[src/rtl/tdes_round_sequencer.sv]
// ============================================================================
// Module      : tdes_round_sequencer
// Description : Drives one 3DES block through a shared single-round DES
//               datapath (PASSES x ROUNDS) and addresses the round subkeys.
// Revision    : 1.0 - initial release
// ============================================================================
`default_nettype none

module tdes_round_sequencer #(
    parameter int ROUNDS = 16,
    parameter int PASSES = 3
) (
    input  logic       clk,
    input  logic       rst,
    input  logic       start,
    input  logic       decrypt,
    input  logic       abort,
    input  logic       out_ready,
    output logic       in_ready,
    output logic       busy,
    output logic       load_blk,
    output logic       round_en,
    output logic       last_round,
    output logic       pass_dec,
    output logic [1:0] key_bank,
    output logic [1:0] key_group,
    output logic [1:0] key_count,
    output logic       fin_blk,
    output logic       out_valid
);

    localparam logic [3:0] c_R_LAST = 4'(ROUNDS - 1);
    localparam logic [1:0] c_P_LAST = 2'(PASSES - 1);

    typedef enum logic [2:0] {
        S_IDLE   = 3'd0,
        S_LOAD   = 3'd1,
        S_ROUND  = 3'd2,
        S_FINISH = 3'd3,
        S_HOLD   = 3'd4
    } state_t;

    state_t     r_state;
    state_t     w_state_n;
    logic [3:0] r_round;
    logic [3:0] w_round_n;
    logic [1:0] r_pass;
    logic [1:0] w_pass_n;
    logic       r_dec_mode;
    logic       w_dec_n;
    logic [1:0] w_bank_n;
    logic [3:0] w_key_idx_n;

    always_ff @(posedge clk or posedge rst) begin
        if (rst) begin
            r_state    <= S_IDLE;
            r_round    <= 4'd0;
            r_pass     <= 2'd0;
            r_dec_mode <= 1'b0;
            pass_dec   <= 1'b0;
            key_bank   <= 2'd0;
            key_group  <= 2'd0;
            key_count  <= 2'd0;
        end else begin
            r_state <= w_state_n;
            r_round <= w_round_n;
            r_pass  <= w_pass_n;
            if (r_state == S_IDLE && start) begin
                r_dec_mode <= decrypt;
            end
            // Key address is computed one cycle ahead so it lines up with round_en.
            if (w_state_n == S_ROUND) begin
                pass_dec  <= w_dec_n;
                key_bank  <= w_bank_n;
                key_group <= w_key_idx_n[3:2];
                key_count <= w_key_idx_n[1:0];
            end
        end
    end

    always_comb begin
        w_state_n  = r_state;
        w_round_n  = r_round;
        w_pass_n   = r_pass;
        in_ready   = 1'b0;
        busy       = 1'b0;
        load_blk   = 1'b0;
        round_en   = 1'b0;
        last_round = 1'b0;
        fin_blk    = 1'b0;
        out_valid  = 1'b0;

        case (r_state)
            S_IDLE: begin
                in_ready = 1'b1;
                if (start) begin
                    w_state_n = S_LOAD;
                end
            end
            S_LOAD: begin
                busy      = 1'b1;
                load_blk  = 1'b1;
                w_round_n = 4'd0;
                w_pass_n  = 2'd0;
                w_state_n = S_ROUND;
            end
            S_ROUND: begin
                busy       = 1'b1;
                round_en   = 1'b1;
                last_round = (r_round == c_R_LAST);
                if (r_round == c_R_LAST) begin
                    w_round_n = 4'd0;
                    if (r_pass == c_P_LAST) begin
                        w_state_n = S_FINISH;
                    end else begin
                        w_pass_n = r_pass + 2'd1;
                    end
                end else begin
                    w_round_n = r_round + 4'd1;
                end
            end
            S_FINISH: begin
                busy      = 1'b1;
                fin_blk   = 1'b1;
                w_state_n = S_HOLD;
            end
            S_HOLD: begin
                out_valid = 1'b1;
                if (out_ready) begin
                    w_state_n = S_IDLE;
                end
            end
            default: begin
                w_state_n = S_IDLE;
            end
        endcase

        if (abort && r_state != S_IDLE) begin
            w_state_n = S_IDLE;
        end
    end

    // EDE: the middle pass runs opposite to the block mode; decrypt walks banks K3..K1.
    assign w_dec_n     = r_dec_mode ^ w_pass_n[0];
    assign w_bank_n    = r_dec_mode ? (c_P_LAST - w_pass_n) : w_pass_n;
    assign w_key_idx_n = w_dec_n ? (c_R_LAST - w_round_n) : w_round_n;

endmodule

`default_nettype wire
[config.mk]
export PLATFORM = sky130hd
export DESIGN_NAME = tdes_round_sequencer
export DESIGN_NICKNAME = d
export VERILOG_FILES = /design/src/rtl/tdes_round_sequencer.sv
export SDC_FILE = /design/constraint.sdc
export NUM_CORES = 1
export LEC_CHECK = 0
export ABC_AREA = 1
export BUFFER_PORTS_ARGS = -buffer_cell sky130_fd_sc_hd__buf_2
export CORE_MARGIN = 4
export CORE_UTILIZATION = 45
export DETAILED_ROUTE_END_ITERATION = 8
export PLACE_DENSITY = 0.72
export SLEW_MARGIN = 40
export SYNTH_ARGS = -nofsm -noshare
export SYNTH_HDL_FRONTEND = slang
export SYNTH_SLANG_ARGS = --single-unit
[constraint.sdc]
create_clock -name clk -period 4.35 [get_ports clk]
set_clock_uncertainty 0.15 [all_clocks]
set_input_delay 0.435 -clock clk [delete_from_list [all_inputs] [get_ports clk]]
set_output_delay 0.435 -clock clk [all_outputs]
set_load 0.01 [all_outputs]
# Word level (Yosys, flattened, before mapping)
# Cells that the tools add are included.
[word_totals]
out_inout_bits = 14
ff_bits = 17
[classes]
n_eq_ne = 7
n_mux = 20
add_sub_neg = 4
n_bitwise = 1
n_reduce_logical = 5
[op_table]
columns = ["op", "count"]
rows = [
  ["two-way mux 3 bit", 5],
  ["one-hot mux 3 bit (5 select lines)", 1],
  ["equality test 3 x 2 -> 1 bit, second input constant", 3],
  ["two-way mux 4 bit", 2],
  ["one-hot mux 4 bit (2 select lines)", 1],
  ["two-way mux 1 bit", 7],
  ["two-way mux 2 bit", 3],
  ["adder 4 x 1 -> 4 bit, second input constant", 1],
  ["equality test 4 bit, second input constant", 1],
  ["one-hot mux 2 bit (2 select lines)", 1],
  ["subtractor 4 bit, first input constant", 1],
  ["equality test 3 x 1 -> 1 bit, second input constant", 1],
  ["equality test 3 bit, second input constant", 1],
  ["logical NOT 3 bit", 1],
  ["nonzero test 3 bit", 1],
  ["OR reduction 3 bit", 1],
  ["adder 2 x 1 -> 2 bit, second input constant", 1],
  ["equality test 2 bit, second input constant", 1],
  ["logical AND 1 bit", 2],
  ["subtractor 2 bit, first input constant", 1],
  ["XOR 1 bit", 1],
]

# Logic depth before layout (Yosys ltp)
[logic_depth]
depth_word = 6
mapped_depth = 11
ltp_nobuf = 11

# Worst setup path before layout
# Ideal clock, no wire load.
[synth_path]
kind = "reg2reg"
start = "reg r_round[0]"
end = "reg key_count[1]"
required_time_ns = 4.083
period_less_slack_ns = 1.550
arrival_time_ns = 1.282
stages_incl_launch_ff = 10
path_slack_ns = 2.800
cell_sequence = "dfrtp_1 > ha_1 > nand3_1 > nand3_1 > nand3_4 > nand2_4 > nand2_2 > nand3b_1 > nand3_1 > nand2_1"
[synth_between]
elab_chain_cells = 5
word_cells_on_any_way = 13
cone_classes = "add/sub: 2; eq/ne: 2; mux: 8; bitwise: 1"
[synth_lines]
columns = ["item", "line", "text"]
rows = [
  ["from (decl)", "45", "logic [3:0] r_round;"],
  ["from (signal assigned)", "66", "r_round <= w_round_n;"],
  ["adder 4 x 1 -> 4 bit or equality test 4 bit (tied branches)", "119, 111", ""],
  ["two-way mux 4 bit, or another cell as far along", "111", "if (r_round == c_R_LAST) begin"],
  ["one-hot mux 4 bit (2 select lines), or another cell as far along", "93", "case (r_state)"],
  ["subtractor 4 bit, or another cell as far along", "146", "assign w_key_idx_n = w_dec_n ? (c_R_LAST - w_round_n) : w_round_n;"],
  ["two-way mux 4 bit or equality test 3 x 2 -> 1 bit (tied branches)", "146, 72", ""],
  ["to (signal assigned)", "76", "key_count <= w_key_idx_n[1:0];"],
  ["to (decl)", "27", "output logic [1:0] key_count,"],
]
# Parallel ways exist; a longest one is shown, timed or not.
# A chain may end at the register's enable or synchronous reset.

# Worst setup path in the final report
[layout_path]
start = "reg r_state[2]"
end = "out round_en"
[layout_between]
elab_chain_cells = 2
[layout_lines]
columns = ["item", "line", "text"]
rows = [
  ["from (decl)", "43", "state_t r_state;"],
  ["from (signal assigned)", "65", "r_state <= w_state_n;"],
  ["equality test 3 x 2 -> 1 bit", "93", ""],
  ["two-way mux 1 bit", "93", ""],
  ["to (decl)", "22", "output logic round_en,"],
]
# Every way passes these cells.

==> reports/results.ini <==
[clocking]
cts.sinks = 17
cts_root_buf = clkbuf_4
htreeDepth = 1
clkLatencyLatePin_ns = 0.29
hold_buffers = 0
postCtsResizedCells = 0
cts_buffers = 3
cts_tree = built
post_cts_buffers = 0
path_clk_slew_ns = 0.10
clock_path_buffers = 2

[place]
place_congestion = 0.787
hpwl_mm = 1.55
numPortBuffers = 19

[yosys]
syn_area_sq_um = 995
synth_area_leader_cell = dfrtp_1
netlist_instances = 121
synth_most_common_cell = nand2_1
synth_area_leaders = dfrtp_1, nand3_1, nand2_1
synth_nets = 130
synth_top_area_frac = 0.428
yosys_most_used_dff = dfrtp_1
syn_avg_cell_area_sq_um = 8.22
synth_cell_types = 22
synth-edff-count = 0
seq_area_frac_synth = 0.428
yosys_warnings = 0
ys_ff_latch = 17
synth_common_cells = nand2_1, nand3_1, dfrtp_1
synthArstFlopShare = 1.00

[layout]
drive_above_1_share = 0.299
num-nets-final = 154
fillCellCount = 190
final_util = 0.569
area_growth_pct = 15.7
diodes = 0

[job]
drv_cap = 0

[critical_path]
cp_data_arrival_time_ns = 1.30
crit_slowest_cell = dfrtp_1
crit_type = flop to output pin
crit_fanout = 6
crit_buf_inv = 2
cp-end-kind = output pin
cp_slowest_stage_delay_ns = 0.45
path_delay_family = flip-flops
path_cells = nor2_4, nand2_2, inv_1, buf_2
worstPathRequired_ns = 3.76
critPathLaunchType = flop

[floorplanning]
io-pin-count = 20
num_rows = 16
die_h_microns = 55.0
start_util = 0.492
die_w_microns = 55.0
coreArea_sq_um = 2020
die_area_sq_um = 3030

[global_routing]
grt_pass1_vias = 810
grt_max_degree = 18
track_usage = 0.164
overflow = 0
antenna_found_initial = 0
grt_pass1_wl_mm = 3.53

[pwr]
p_leak_nw = 0.638
irDropWorstVdd_mv = 0.375
p_per_area_nw_per_um2 = 657

[sta]
tightest_slew_ns = 0.633
relSlewSlack = 0.578
rsz0062_at_grt = false
period_needed_ns = 1.88
slew_viol_final = 0
finalHoldViolations = 0
tns_ns = 0
fmax_mhz = 531
fin_crit_sh = 0.433
setup_violations = 0

[drt]
postRouteWirelength_mm = 1.91
drt-pass1-iter-count = 4
wl_per_cell_microns = 11.2
route.detailed.drc = 0
routed_via_density = 4.94
antenna_left = 0
drt_iter0_markers = 16
vias = 844

[status]
status = completed

[min_path]
holdCritPathClass = input pin to asynchronous set/reset pin

## area by class of cell
type	count	area [sq um]	area share
clock buffers	3	22.5	0.0196
clock inverters	1	5.00	0.00435
inverters	19	71.3	0.0620
multi-input cells	85	498	0.433
flip-flops and latches	17	425	0.370
well taps	27	33.8	0.0293
repair buffers	19	95.1	0.0826
## per-layer routing
metal	vias to the layer above	GRT usage	share of wire
li1	434	-	-
met3	5	0.0322	0.058
met1	376	0.214	0.46
met4	0	0.0729	0.023
met5	-	0	0
met2	29	0.262	0.46
## worst reg2reg max path, cell delays in order, from the launching register on
cell     delay, ns
dfrtp_1       0.41
ha_1          0.22
nand3_1       0.12
nand3_1       0.14
nand3_4       0.13
nand2_4       0.08
nand2_2       0.12
nand3_1       0.09
nand3_1       0.07
nand2_1       0.06
## kinds of logic after synthesis
logic type,synth area share
and+or+nand+nor,0.410
AOI/OAI and AO/OA,0.0440
DFF,0.428
buffers and inverters,0.0717
xor gates and xnor gates,0.00881
adders and majority gates,0.0377
## registers in the layout, indices dropped and copies added (netlist names)
name and flops:
r_pass 2, key_group 2, key_bank 2, pass_dec 1, key_count 2, r_round 4
r_state 3, r_dec_mode 1
## where the power goes
part           switching (mW)  internal (mW)
logic                   0.259          0.151
registers              0.0481          0.216
clock network          0.0479         0.0342
total                   0.355          0.401
## layout by cell type, fill, tap and decap left out, types with 4 or more instances in the layout
cell type,n
nand3_1,21
nor2_1,6
nand2_1,27
nand2_4,4
buf_2,19
inv_1,16
nand2_2,5
dfrtp_1,17
## final timing paths
path / slack, ns / depth (start not counted) / end / from
min in group clk: 0.24 / 3 / r_dec_mode$_DFFE_PP0P_ / decrypt
worst max register to register: 2.65 / 9 / key_count[0]$_DFFE_PP0N_ / r_round[0]$_DFF_PP0_
worst max-delay path: 2.47 / 4 / round_en / r_state[2]$_DFF_PP0_
worst min-delay path: 0.06 / 2 / key_bank[0]$_DFFE_PP0N_ / rst
max in group asynchronous: 3.58 / 2 / r_state[2]$_DFF_PP0_ / rst
worst min register to register: 0.34 / 2 / key_count[1]$_DFFE_PP0N_ / key_count[1]$_DFFE_PP0N_
## per-stage QoR
| step | setup WS, ns | total power, mW | area, sq um | hold WS, ns | instances |
|---|---|---|---|---|---|
| 2_1_floorplan | 2.80 | 0.569 | 995 | 0.211 | 121 |
| 3_3_place_gp | 2.70 | 0.666 | 1120 | 0.311 | 167 |
| 3_5_place_dp | 2.66 | 0.681 | 1120 | 0.310 | 167 |
| 4_1_cts | 2.44 | 0.767 | 1150 | 0.0790 | 171 |
| 5_1_grt | 2.35 | 0.842 | 1150 | 0.0998 | 171 |
| 6_report | 2.47 | 0.756 | 1150 | 0.0557 | 171 |
No activity file was read; power rests on OpenSTA's default activity.
